File: config.mk
export PLATFORM = sky130hd
export DESIGN_NAME = mips_multicycle_core_flat
export DESIGN_NICKNAME = d
export VERILOG_FILES = /design/src/rtl/mips_multicycle_core_if.sv /design/src/rtl/mips_multicycle_core.sv /design/src/flat_wrapper.sv
export SDC_FILE = /design/constraint.sdc
export NUM_CORES = 2
export LEC_CHECK = 0
export BUFFER_PORTS_ARGS = -buffer_cell sky130_fd_sc_hd__buf_4
export CORE_UTILIZATION = 40
export CTS_CLUSTER_DIAMETER = 120
export DETAILED_ROUTE_END_ITERATION = 8
export REMOVE_ABC_BUFFERS = 1
export SLEW_MARGIN = 10
export SYNTH_ARGS = -nofsm -noshare
export SYNTH_HDL_FRONTEND = slang
export SYNTH_SLANG_ARGS = --single-unit
File: constraint.sdc
create_clock -name clock -period 6.1 [get_ports clock]
set_input_delay 0.61 -clock clock [delete_from_list [all_inputs] [get_ports clock]]
set_output_delay 0.61 -clock clock [all_outputs]
set_load 0.02 [all_outputs]
File: src/rtl/mips_multicycle_core_if.sv
// Unified memory port of the multicycle MIPS core.
//   master (core):   mem_req, mem_we, mem_addr, mem_wdata out; mem_ready, mem_rdata in
//   slave  (memory): the mirror image
// A transfer completes at the rising edge where mem_req=1 and mem_ready=1.
interface mips_multicycle_core_if #(
    parameter int unsigned ADDR_W = 32
);
    logic              mem_req;
    logic              mem_we;
    logic [ADDR_W-1:0] mem_addr;
    logic [31:0]       mem_wdata;
    logic              mem_ready;
    logic [31:0]       mem_rdata;

    modport master (
        output mem_req, mem_we, mem_addr, mem_wdata,
        input  mem_ready, mem_rdata
    );

    modport slave (
        input  mem_req, mem_we, mem_addr, mem_wdata,
        output mem_ready, mem_rdata
    );
endinterface

File: src/rtl/mips_multicycle_core.sv
// Multicycle MIPS-subset core (add/sub/and/or/slt, addi, lw, sw, beq, bne, j).
// One FSM walks each instruction through FETCH/DECODE/EXEC/MEM/WB, reusing a
// single ALU and one handshaked memory port.
// Ports:
//   clock, reset_n  rising-edge clock, asynchronous active-low reset
//   halt            stop at the next commit; released -> resume at same PC
//   mem             memory bus (master side of mips_multicycle_core_if)
//   pc_out          current PC
//   state_out       FSM state (FETCH=0 .. TRAP=6)
//   retired         one-cycle pulse after each committing edge
//   halted          core sits in HALT
//   trap            core sits in TRAP (left only by reset)
module mips_multicycle_core #(
    parameter int unsigned ADDR_W   = 32,
    parameter logic [31:0] RESET_PC = 32'h0
) (
    input  logic                   clock,
    input  logic                   reset_n,
    input  logic                   halt,
    mips_multicycle_core_if.master mem,
    output logic [ADDR_W-1:0]      pc_out,
    output logic [2:0]             state_out,
    output logic                   retired,
    output logic                   halted,
    output logic                   trap
);
    typedef enum logic [2:0] {
        S_FETCH  = 3'd0,
        S_DECODE = 3'd1,
        S_EXEC   = 3'd2,
        S_MEM    = 3'd3,
        S_WB     = 3'd4,
        S_HALT   = 3'd5,
        S_TRAP   = 3'd6
    } state_t;

    typedef enum logic [2:0] {ALU_ADD, ALU_SUB, ALU_AND, ALU_OR, ALU_SLT} alu_op_t;

    localparam logic [5:0] OP_R    = 6'h00;
    localparam logic [5:0] OP_J    = 6'h02;
    localparam logic [5:0] OP_BEQ  = 6'h04;
    localparam logic [5:0] OP_BNE  = 6'h05;
    localparam logic [5:0] OP_ADDI = 6'h08;
    localparam logic [5:0] OP_LW   = 6'h23;
    localparam logic [5:0] OP_SW   = 6'h2B;

    state_t            state, state_nx;
    logic [ADDR_W-1:0] pc, target;
    logic [31:0]       ir, a_reg, b_reg, imm_ext, alu_out, mdr;
    logic [31:0]       regs [32];

    logic [5:0]  opcode, funct;
    logic [4:0]  rs, rt, rd, wb_dest;
    logic [4:0]  unused_shamt;
    logic        is_r, is_lw, is_sw, is_branch, legal, br_taken, commit;
    logic [31:0] pc_ext, j_target, alu_a, alu_b, alu_y;
    alu_op_t     alu_op;

    assign opcode       = ir[31:26];
    assign rs           = ir[25:21];
    assign rt           = ir[20:16];
    assign rd           = ir[15:11];
    assign funct        = ir[5:0];
    assign unused_shamt = ir[10:6];
    assign is_r         = (opcode == OP_R);
    assign is_lw        = (opcode == OP_LW);
    assign is_sw        = (opcode == OP_SW);
    assign is_branch    = (opcode == OP_BEQ) || (opcode == OP_BNE);
    assign wb_dest      = is_r ? rd : rt;

    always_comb begin
        pc_ext = '0;
        pc_ext[ADDR_W-1:0] = pc;
    end

    // pc is already PC+4 when EXEC runs, so its top nibble is the MIPS region.
    assign j_target = {pc_ext[31:28], ir[25:0], 2'b00};

    always_comb begin
        legal = 1'b0;
        case (opcode)
            OP_R:    legal = funct inside {6'h20, 6'h22, 6'h24, 6'h25, 6'h2A};
            OP_J, OP_BEQ, OP_BNE, OP_ADDI, OP_LW, OP_SW: legal = 1'b1;
            default: legal = 1'b0;
        endcase
    end

    // Shared ALU: PC+4 in FETCH, branch target in DECODE, operation in EXEC.
    always_comb begin
        alu_a  = a_reg;
        alu_b  = imm_ext;
        alu_op = ALU_ADD;
        case (state)
            S_FETCH: begin
                alu_a = pc_ext;
                alu_b = 32'd4;
            end
            S_DECODE: begin
                alu_a = pc_ext;
                alu_b = {{14{ir[15]}}, ir[15:0], 2'b00};
            end
            S_EXEC: begin
                if (is_r) begin
                    alu_b = b_reg;
                    case (funct)
                        6'h22:   alu_op = ALU_SUB;
                        6'h24:   alu_op = ALU_AND;
                        6'h25:   alu_op = ALU_OR;
                        6'h2A:   alu_op = ALU_SLT;
                        default: alu_op = ALU_ADD;
                    endcase
                end else if (is_branch) begin
                    alu_b  = b_reg;
                    alu_op = ALU_SUB;
                end
            end
            default: ;
        endcase
    end

    always_comb begin
        case (alu_op)
            ALU_SUB: alu_y = alu_a - alu_b;
            ALU_AND: alu_y = alu_a & alu_b;
            ALU_OR:  alu_y = alu_a | alu_b;
            ALU_SLT: alu_y = {31'd0, $signed(alu_a) < $signed(alu_b)};
            default: alu_y = alu_a + alu_b;
        endcase
    end

    assign br_taken = (opcode == OP_BEQ) ? (alu_y == '0) : (alu_y != '0);

    always_ff @(posedge clock or negedge reset_n) begin
        if (!reset_n) state <= S_FETCH;
        else          state <= state_nx;
    end

    always_comb begin
        state_nx = state;
        commit   = 1'b0;
        case (state)
            S_FETCH:  if (mem.mem_ready) state_nx = S_DECODE;
            S_DECODE: state_nx = legal ? S_EXEC : S_TRAP;
            S_EXEC: begin
                case (opcode)
                    OP_LW, OP_SW:        state_nx = (alu_y[1:0] != 2'b00) ? S_TRAP : S_MEM;
                    OP_BEQ, OP_BNE, OP_J: commit  = 1'b1;
                    default:             state_nx = S_WB;
                endcase
            end
            S_MEM: begin
                if (mem.mem_ready) begin
                    if (is_lw) state_nx = S_WB;
                    else       commit   = 1'b1;
                end
            end
            S_WB:    commit = 1'b1;
            S_HALT:  if (!halt) state_nx = S_FETCH;
            S_TRAP:  state_nx = S_TRAP;
            default: state_nx = S_FETCH;
        endcase
        if (commit) state_nx = halt ? S_HALT : S_FETCH;
    end

    always_ff @(posedge clock or negedge reset_n) begin
        if (!reset_n) begin
            pc      <= RESET_PC[ADDR_W-1:0];
            ir      <= '0;
            a_reg   <= '0;
            b_reg   <= '0;
            imm_ext <= '0;
            target  <= '0;
            alu_out <= '0;
            mdr     <= '0;
            retired <= 1'b0;
            regs    <= '{default: '0};
        end else begin
            retired <= commit;
            case (state)
                S_FETCH: begin
                    if (mem.mem_ready) begin
                        ir <= mem.mem_rdata;
                        pc <= alu_y[ADDR_W-1:0];
                    end
                end
                S_DECODE: begin
                    a_reg   <= regs[rs];
                    b_reg   <= regs[rt];
                    imm_ext <= {{16{ir[15]}}, ir[15:0]};
                    target  <= alu_y[ADDR_W-1:0];
                end
                S_EXEC: begin
                    alu_out <= alu_y;
                    if (is_branch && br_taken) pc <= target;
                    else if (opcode == OP_J)   pc <= j_target[ADDR_W-1:0];
                end
                S_MEM: if (mem.mem_ready && is_lw) mdr <= mem.mem_rdata;
                S_WB: begin
                    // $0 is never written, so reading regs[0] always yields 0.
                    if (wb_dest != 5'd0) regs[wb_dest] <= is_lw ? mdr : alu_out;
                end
                default: ;
            endcase
        end
    end

    // Gated by reset_n so no request is visible while reset is held.
    assign mem.mem_req   = reset_n && ((state == S_FETCH) || (state == S_MEM));
    assign mem.mem_we    = (state == S_MEM) && is_sw;
    assign mem.mem_addr  = (state == S_MEM) ? alu_out[ADDR_W-1:0] : pc;
    assign mem.mem_wdata = b_reg;

    assign pc_out    = pc;
    assign state_out = state;
    assign halted    = (state == S_HALT);
    assign trap      = (state == S_TRAP);
endmodule

File: src/flat_wrapper.sv
// flat-port wrapper written by rule: the top's interface ports become plain ports
module mips_multicycle_core_flat 
#(
    parameter int unsigned ADDR_W   = 32,
    parameter logic [31:0] RESET_PC = 32'h0
)
  (clock, reset_n, halt, pc_out, state_out, retired, halted, trap, mem_mem_req, mem_mem_we, mem_mem_addr, mem_mem_wdata, mem_mem_ready, mem_mem_rdata);
  mips_multicycle_core_if #(.ADDR_W(ADDR_W)) mem_i ();
  input  logic clock;
  input  logic reset_n;
  input  logic halt;
  output logic [ADDR_W-1:0] pc_out;
  output logic [2:0] state_out;
  output logic retired;
  output logic halted;
  output logic trap;
  output wire logic [$bits(mem_i.mem_req)-1:0] mem_mem_req;
  output wire logic [$bits(mem_i.mem_we)-1:0] mem_mem_we;
  output wire logic [$bits(mem_i.mem_addr)-1:0] mem_mem_addr;
  output wire logic [$bits(mem_i.mem_wdata)-1:0] mem_mem_wdata;
  input wire logic [$bits(mem_i.mem_ready)-1:0] mem_mem_ready;
  input wire logic [$bits(mem_i.mem_rdata)-1:0] mem_mem_rdata;
  assign mem_mem_req = mem_i.mem_req;
  assign mem_mem_we = mem_i.mem_we;
  assign mem_mem_addr = mem_i.mem_addr;
  assign mem_mem_wdata = mem_i.mem_wdata;
  assign mem_i.mem_ready = mem_mem_ready;
  assign mem_i.mem_rdata = mem_mem_rdata;
  mips_multicycle_core #(.ADDR_W(ADDR_W), .RESET_PC(RESET_PC)) u_core (.clock(clock), .reset_n(reset_n), .halt(halt), .mem(mem_i), .pc_out(pc_out), .state_out(state_out), .retired(retired), .halted(halted), .trap(trap));
endmodule
## Word-level counts from Yosys, hierarchy flattened

Index checks and enable logic that the tools add are counted.

- Add/subtract/negate cells: 2
- Magnitude comparators: 5
- Eq/ne operators: 30
- Mux-type cells: 41
- Bitwise gates (word level): 5
- Reduce and logical (&&, ||, !) cells: 25

Operator list:

| operator | count |
|---|---|
| bitwise mux 1024 bit | 1 |
| two-way mux 32 bit | 12 |
| binary-select mux 32 bit (select 5 bit) | 2 |
| demux 32 bit (select 5 bit) | 1 |
| case mux 32 bit (4 select lines) | 1 |
| case mux 32 bit (3 select lines) | 1 |
| case mux 32 bit (2 select lines) | 1 |
| equality test 6 bit, second input constant | 7 |
| adder 32 bit | 1 |
| bitwise AND 32 bit | 1 |
| zero test 32 bit | 1 |
| less-than comparator 32 bit | 1 |
| bitwise OR 32 bit | 1 |
| nonzero test 32 bit | 1 |
| subtractor 32 bit | 1 |
| two-way mux 3 bit | 10 |
| two-way mux 28 bit | 1 |
| case mux 3 bit (7 select lines) | 1 |
| >= comparator 6 bit, second input constant | 3 |
| NOT 5 -> 6 bit | 3 |
| equality test 3 x 2 -> 1 bit, second input constant | 4 |
| equality test 3 bit, second input constant | 4 |
| equality test 6 x 3 -> 1 bit, second input constant | 2 |
| != test 3 x 2 -> 1 bit, second input constant | 4 |
| other kinds (25) | 43 |

- Flip-flop bits (word level): 1268
- Output and inout port bits: 104

## Logic depth before layout (Yosys ltp)

- Depth in word-level cells: 12
- Gate-level depth with buffers: 26

## Least setup slack after synthesis

No wires, ideal clock.

- Kind: register -> register
- Start: reg u_core.state[1], in the netlist u_core.state_out[1]
- End: reg u_core.pc[1], in the netlist u_core.pc_out[1]
- Library setup time: 0.125 ns
- Arrival: 5.657 ns
- Required time: 5.975 ns
- Path slack: 0.318 ns
- Cell stages (with the launch flop): 23
- Clock period less this slack: 5.782 ns
- Cell sequence: dfrtp_1 buf_1 nor2_1 and2_1 clkbuf_1 buf_1 a222oi_1 inv_1 ha_1 buf_2 or4_4 nand3b_1 a21oi_2 o31ai_1 a32o_1 o22ai_1 a21boi_1 nand4_1 nor4_4 nand4_4 a21o_4 a31oi_4 mux2_4

- Longest elaborated chain between the ends: 10
- Elaborated cells between the ends (all ways): 28
- Those cells by class: 2 x add/sub; 1 x order compare; 8 x eq/ne; 8 x mux; 2 x bitwise; 7 x reduce/logical

Ends and longest elaborated chain:

| element | RTL line | source |
|---|---|---|
| from (decl) | mips_multicycle_core.sv:47 | `state_t state, state_nx;` |
| from (signal assigned) | mips_multicycle_core.sv:135 | `else state <= state_nx;` |
| equality test 3 x 1 -> 1 bit or zero test 3 bit (tied branches) | mips_multicycle_core.sv:93, mips_multicycle_core.sv:179 |  |
| OR reduction 2 bit (no source line) | n/a |  |
| two-way mux 32 bit | mips_multicycle_core.sv:93 | `case (state)` |
| adder 32 bit (tied with other cells) | mips_multicycle_core.sv:127 | `default: alu_y = alu_a + alu_b;` |
| case mux 32 bit (4 select lines) | mips_multicycle_core.sv:122 | `case (alu_op)` |
| nonzero test 32 bit or zero test 32 bit (tied branches) | mips_multicycle_core.sv:131 | `assign br_taken = (opcode == OP_BEQ) ? (alu_y == '0) : (alu_y != '0);` |
| two-way mux 1 bit | mips_multicycle_core.sv:131 |  |
| logical AND 1 bit | mips_multicycle_core.sv:194 | `if (is_branch && br_taken) pc <= target;` |
| != test 3 x 1 -> 1 bit (no source line) or two-way mux 32 bit (tied branches) | n/a |  |
| AND reduction 3 bit (no source line) or case mux 32 bit (2 select lines) (tied branches) | n/a |  |
| to (signal assigned) | mips_multicycle_core.sv:183 | `pc <= alu_y[ADDR_W-1:0];` |
| to (signal assigned) | mips_multicycle_core.sv:194 |  |
| to (signal assigned) | mips_multicycle_core.sv:195 | `else if (opcode == OP_J) pc <= j_target[ADDR_W-1:0];` |
| to (decl) | mips_multicycle_core.sv:48 | `logic [ADDR_W-1:0] pc, target;` |

Several ways; a longest one is shown, not always the timed one. The select of a mux whose other input is x is not followed.
A chain may end at the register's enable or synchronous reset.

## Worst setup path in the final report

- Start: reg u_core.ir[29]
- End: reg u_core.pc[31], in the netlist u_core.pc_out[31]

- Longest elaborated chain between the ends: 12
- Elaborated cells between the ends (all ways): 28
- Those cells by class: 2 x add/sub; 1 x order compare; 7 x eq/ne; 10 x mux; 2 x bitwise; 6 x reduce/logical

Ends and longest elaborated chain:

| element | RTL line | source |
|---|---|---|
| from (decl) | mips_multicycle_core.sv:49 | `logic [31:0] ir, a_reg, b_reg, imm_ext, alu_out, mdr;` |
| from (signal assigned) | mips_multicycle_core.sv:182 | `ir <= mem.mem_rdata;` |
| equality test 6 x 3 -> 1 bit (on tied branches) | mips_multicycle_core.sv:68, mips_multicycle_core.sv:131 |  |
| logical OR 1 bit | mips_multicycle_core.sv:68 | `assign is_branch = (opcode == OP_BEQ) \|\| (opcode == OP_BNE);` |
| two-way mux 32 bit or two-way mux 1 bit (tied branches) | mips_multicycle_core.sv:112 | `end else if (is_branch) begin` |
| two-way mux 32 bit or two-way mux 3 bit (tied branches) | mips_multicycle_core.sv:103 | `if (is_r) begin` |
| case mux 32 bit (3 select lines) or two-way mux 3 bit (tied branches) | mips_multicycle_core.sv:93 |  |
| adder 32 bit (tied with other cells) | mips_multicycle_core.sv:127 |  |
| case mux 32 bit (4 select lines) | mips_multicycle_core.sv:122 |  |
| nonzero test 32 bit or zero test 32 bit (tied branches) | mips_multicycle_core.sv:131 |  |
| two-way mux 1 bit | mips_multicycle_core.sv:131 |  |
| logical AND 1 bit | mips_multicycle_core.sv:194 |  |
| != test 2 x 1 -> 1 bit (no source line) | n/a |  |
| AND reduction 3 bit (no source line) | n/a |  |

Several ways; a longest one is shown, not always the timed one. The select of a mux whose other input is x is not followed.

==> metrics.csv <==
stage,metric,value,unit
global_routing,met3 Use GR,4.90,%
layout,ratio of cells with drive above 1 in the final layout,24.6,%
worst_setup_path,Critical Path RT,6.75,ns
global_routing,largest net degree at the start of global routing,165,
yosys,async set or reset register ratio after synthesis,100,%
placement,port bufs,139,
placement,placed cells,8444,
clocking,H-tree level count,4,
global_routing,All-Layer GR Usage,28.9,%
layout,Area Overhead vs Synth,14.1,%
sta,fin. max-slew vios,0,
detailed_routing,DR iter-0 viols,5985,
global_routing,GR Overflow Total,0,
sta,Setup Viol. Count Final,0,
min_path,Hold Path Class,input pin to flop,
detailed_routing,remaining antenna violation count,0,
clocking,Clock Path Buffers,3,
global_routing,vias in the first global route,52659,
detailed_routing,DRC Markers,0,
layout,max reg flops,1024,
power_and_ir_drop,Power Internal,27.7,mW
yosys,"Top FF cell, synth",dfrtp_1,
global_routing,GRT met2 Usage,45.8,%
power_and_ir_drop,VDD IR-drop max,0.452,mV
sta,fin crit period,5.95,ns
sta,Setup Skew,0.0316,ns
power_and_ir_drop,register share of total power,29.1,%
detailed_routing,Total Wirelength,251000,µm
yosys,warnings from Yosys,0,
layout,Layout fillers,15457,
power_and_ir_drop,Clk network pwr share,16.7,%
worst_setup_path,CP max FO,8,
yosys,area of the mapped netlist,68600,µm²
layout,nets,6512,
worst_setup_path,"setup slack, reg-to-reg",0.15,ns
layout,most frequent cells in the layout,"1258 x dfrtp_1, 938 x nand2_1, 661 x nor2_1",
power_and_ir_drop,Leakage,33.3,nW
yosys,average size of a mapped cell,10.8,µm²
power_and_ir_drop,Net Sw Frac,44.3,%
yosys,Post-synth EDFFs,0,
clocking,clock tree sinks,1268,
detailed_routing,via count,53583,
min_path,"Endpoint, Worst Hold",u_core.ir[3]$_DFFE_PN0P_,
yosys,Synth Instances,6374,
detailed_routing,DR vias/cell,6.16,
global_routing,GR Layer Usage met1,38.1,%
yosys,largest cells by area after synthesis,"dfrtp_1 46%, mux4_2 21%, nand2_1 5.2%",
floorplan,Ports,140,
floorplan,die height,416,µm
placement,post-DP HPWL,159000,µm
power_and_ir_drop,Pwr Density,636,nW/µm²
sta,Final period util,97.5,%
clocking,root buffer cell,clkbuf_16,
placement,dpl ws,-0.128,ns
yosys,"area leader, netlist",dfrtp_1,
clocking,CTS tree,yes,
placement,Placed Instance Area,73300,µm²
run_status,status,"finished, final reports clean",
yosys,sequential area share after synthesis,46.2,%
detailed_routing,1st-pass router iterations,9,
min_path,cell count of the worst hold path,3,
layout,"commonest non-fill, non-tap cell in the layout",dfrtp_1,
floorplan,cell row count,151,
yosys,count of cell types in the netlist,92,
run,max cap viols,0,
power_and_ir_drop,P_sw,22.0,mW
sta,setup ws final,0.151,ns
layout,final non-filler cell total,8696,
global_routing,GRT busiest layer,met2,
worst_setup_path,r2r worst-path depth,27,
sta,Fmax,168,MHz
worst_setup_path,RR Startpoint,u_core.ir[29]$_DFFE_PN0P_,
min_path,hold path startpoint,mem_mem_rdata[3],
detailed_routing,WL/cell,28.8,µm
layout,final core utilization,46.1,%
global_routing,first-pass GRT wire length,367000,µm
power_and_ir_drop,overall power,49.8,mW
global_routing,initial antenna violation count,11,
sta,final hold vios,0,
worst_setup_path,crit path DAT,6.60,ns
floorplan,die area,173000,µm²
clocking,cts bufs inserted,131,
floorplan,Die Span X,416,µm
yosys,Yosys reg bits,1268,
power_and_ir_drop,Combinational Power Share,54.2,%
clocking,clock transition at the registers of the reported paths,0.06,ns
worst_setup_path,startpoint class of the critical path,flop,
worst_setup_path,reg-to-reg endpoint,u_core.pc_out[31]$_DFFE_PN0P_,
floorplan,Initial Utilization,40.4,%
worst_setup_path,Crit Path Category,flop to flop,
floorplan,core footprint,170000,µm²
layout,register name with the most flops,u_core.regs,
sta,Max transition margin,16.7,%
worst_setup_path,Setup crit end kind,flop,
sta,Least-Margin Pin Slew,1.25,ns
clocking,Clock Latency Late Sink,0.79,ns
layout,final instance area,78300,µm²
yosys,Yosys top cell area share,46.2,%
placement,GPL Wtd Cong,0.971,
==> cell families after synthesis <==
logic type,after synthesis,share of synthesized area [%]
and+or+nand+nor,1809,10.6
AOI/OAI and AO/OA,1650,13.6
xor gates and xnor gates,17,0.217
muxes,777,23.1
DFF,1268,46.2
buffers and inverters,754,4.39
adders and majority gates,99,1.83
==> per-stage QoR <==
stage,setup TNS (ns),hold slack [ns]
after global placement,-0.0471,0.376
final,0,0.0450
after detailed placement,-2.57,0.382
after global routing,-0.783,0.0286
after floorplan,-5921.47,0.314
after CTS,0,0.00178
==> layer usage <==
metal,vias up,wire [µm]
li1,22970,-
met1,27405,98900
met2,2570,117000
met3,626,19500
met4,12,15200
met5,-,88
==> power by group through the flow <==
stage	Clock, mW	Sequential, mW	Combinational, mW
after detailed placement	0	14.5	25.7
after floorplan	0	14.5	15.4
final	8.32	14.5	27.0
after CTS	8.42	14.3	25.9
after global routing	8.73	14.8	28.7
after global placement	0	14.3	25.5
==> worst max-delay path, stage by stage (launching register included) <==
cell and delay (ns):
dfrtp_1 0.41, nor4_4 0.34, o21ai_2 0.12, nor2_2 0.17, o21ai_4 0.14, buf_6 0.17, a222oi_1 0.34, buf_4 0.18
inv_1 0.06, ha_4 0.27, buf_4 0.14, nor4_2 0.24, o21ai_1 0.12, buf_4 0.15, a41oi_2 0.22, nor4_2 0.09
buf_4 0.17, o21ai_1 0.20, o21bai_1 0.12, a2bb2oi_2 0.21, a2111o_1 0.40, nor4_4 0.38, nand4_4 0.16, buf_6 0.20
a21oi_4 0.25, buf_6 0.15, a21oi_4 0.06, a221o_1 0.36
==> final cells by class <==
cell class / instances / area [µm²] / share of cell area (%)
Inverter: 135 / 512 / 0.654
Multi-Input combinational cell: 4352 / 34800 / 44.4
Clock buffer: 190 / 3870 / 4.94
Sequential cell: 1268 / 31800 / 40.6
Timing Repair Buffer: 489 / 4060 / 5.19
Clock inverter: 43 / 513 / 0.655
Tap cell: 2218 / 2780 / 3.55
Antenna cell: 1 / 2.50 / 0.00320
==> worst max path at each step <==
stage,startpoint,endpoint,depth (start not counted)
after floorplan,u_core.ir[16]$_DFFE_PN0P_,u_core.regs[448]$_DFFE_PN0P_,4
after global placement,u_core.ir[31]$_DFFE_PN0P_,u_core.pc_out[20]$_DFFE_PN0P_,23
after detailed placement,u_core.ir[31]$_DFFE_PN0P_,u_core.pc_out[12]$_DFFE_PN0P_,23
after CTS,u_core.ir[31]$_DFFE_PN0P_,u_core.pc_out[31]$_DFFE_PN0P_,23
after global routing,u_core.ir[29]$_DFFE_PN0P_,u_core.pc_out[2]$_DFFE_PN0P_,27
final,u_core.ir[29]$_DFFE_PN0P_,u_core.pc_out[31]$_DFFE_PN0P_,27
==> timing repair <==
item                                    CTS  global route
setup buffers                             6            11
endpoints found under the setup margin   32            32
hold buffers                              1             0
pin swaps                                 7            36
cloned                                    0             0
gates resized for setup                  11            84
endpoints found under the hold margin    48             0
==> synthesized netlist by cell type, types with 10 or more instances <==
master and number:
nand4_1 14, o21ai_1 10, buf_2 38, a221o_1 13, mux2i_1 70, dfrtp_1 1268, o22ai_1 12, nand2b_1 16
ha_1 97, a21o_1 17, nand3_1 24, mux2_2 65, buf_4 16, o32ai_1 23, o211ai_1 23, buf_1 53
inv_1 128, a21oi_1 660, nor3_1 29, nor2_1 680, nor2b_1 16, and2_1 12, mux4_2 640, a222oi_1 13
a31oi_1 48, nor4_1 21, xnor2_1 15, nand2_1 955, o21a_1 14, o21ai_0 650, o31ai_1 13, clkbuf_1 503
a211oi_1 43
Note: power is estimated with default switching activity, not from simulation.
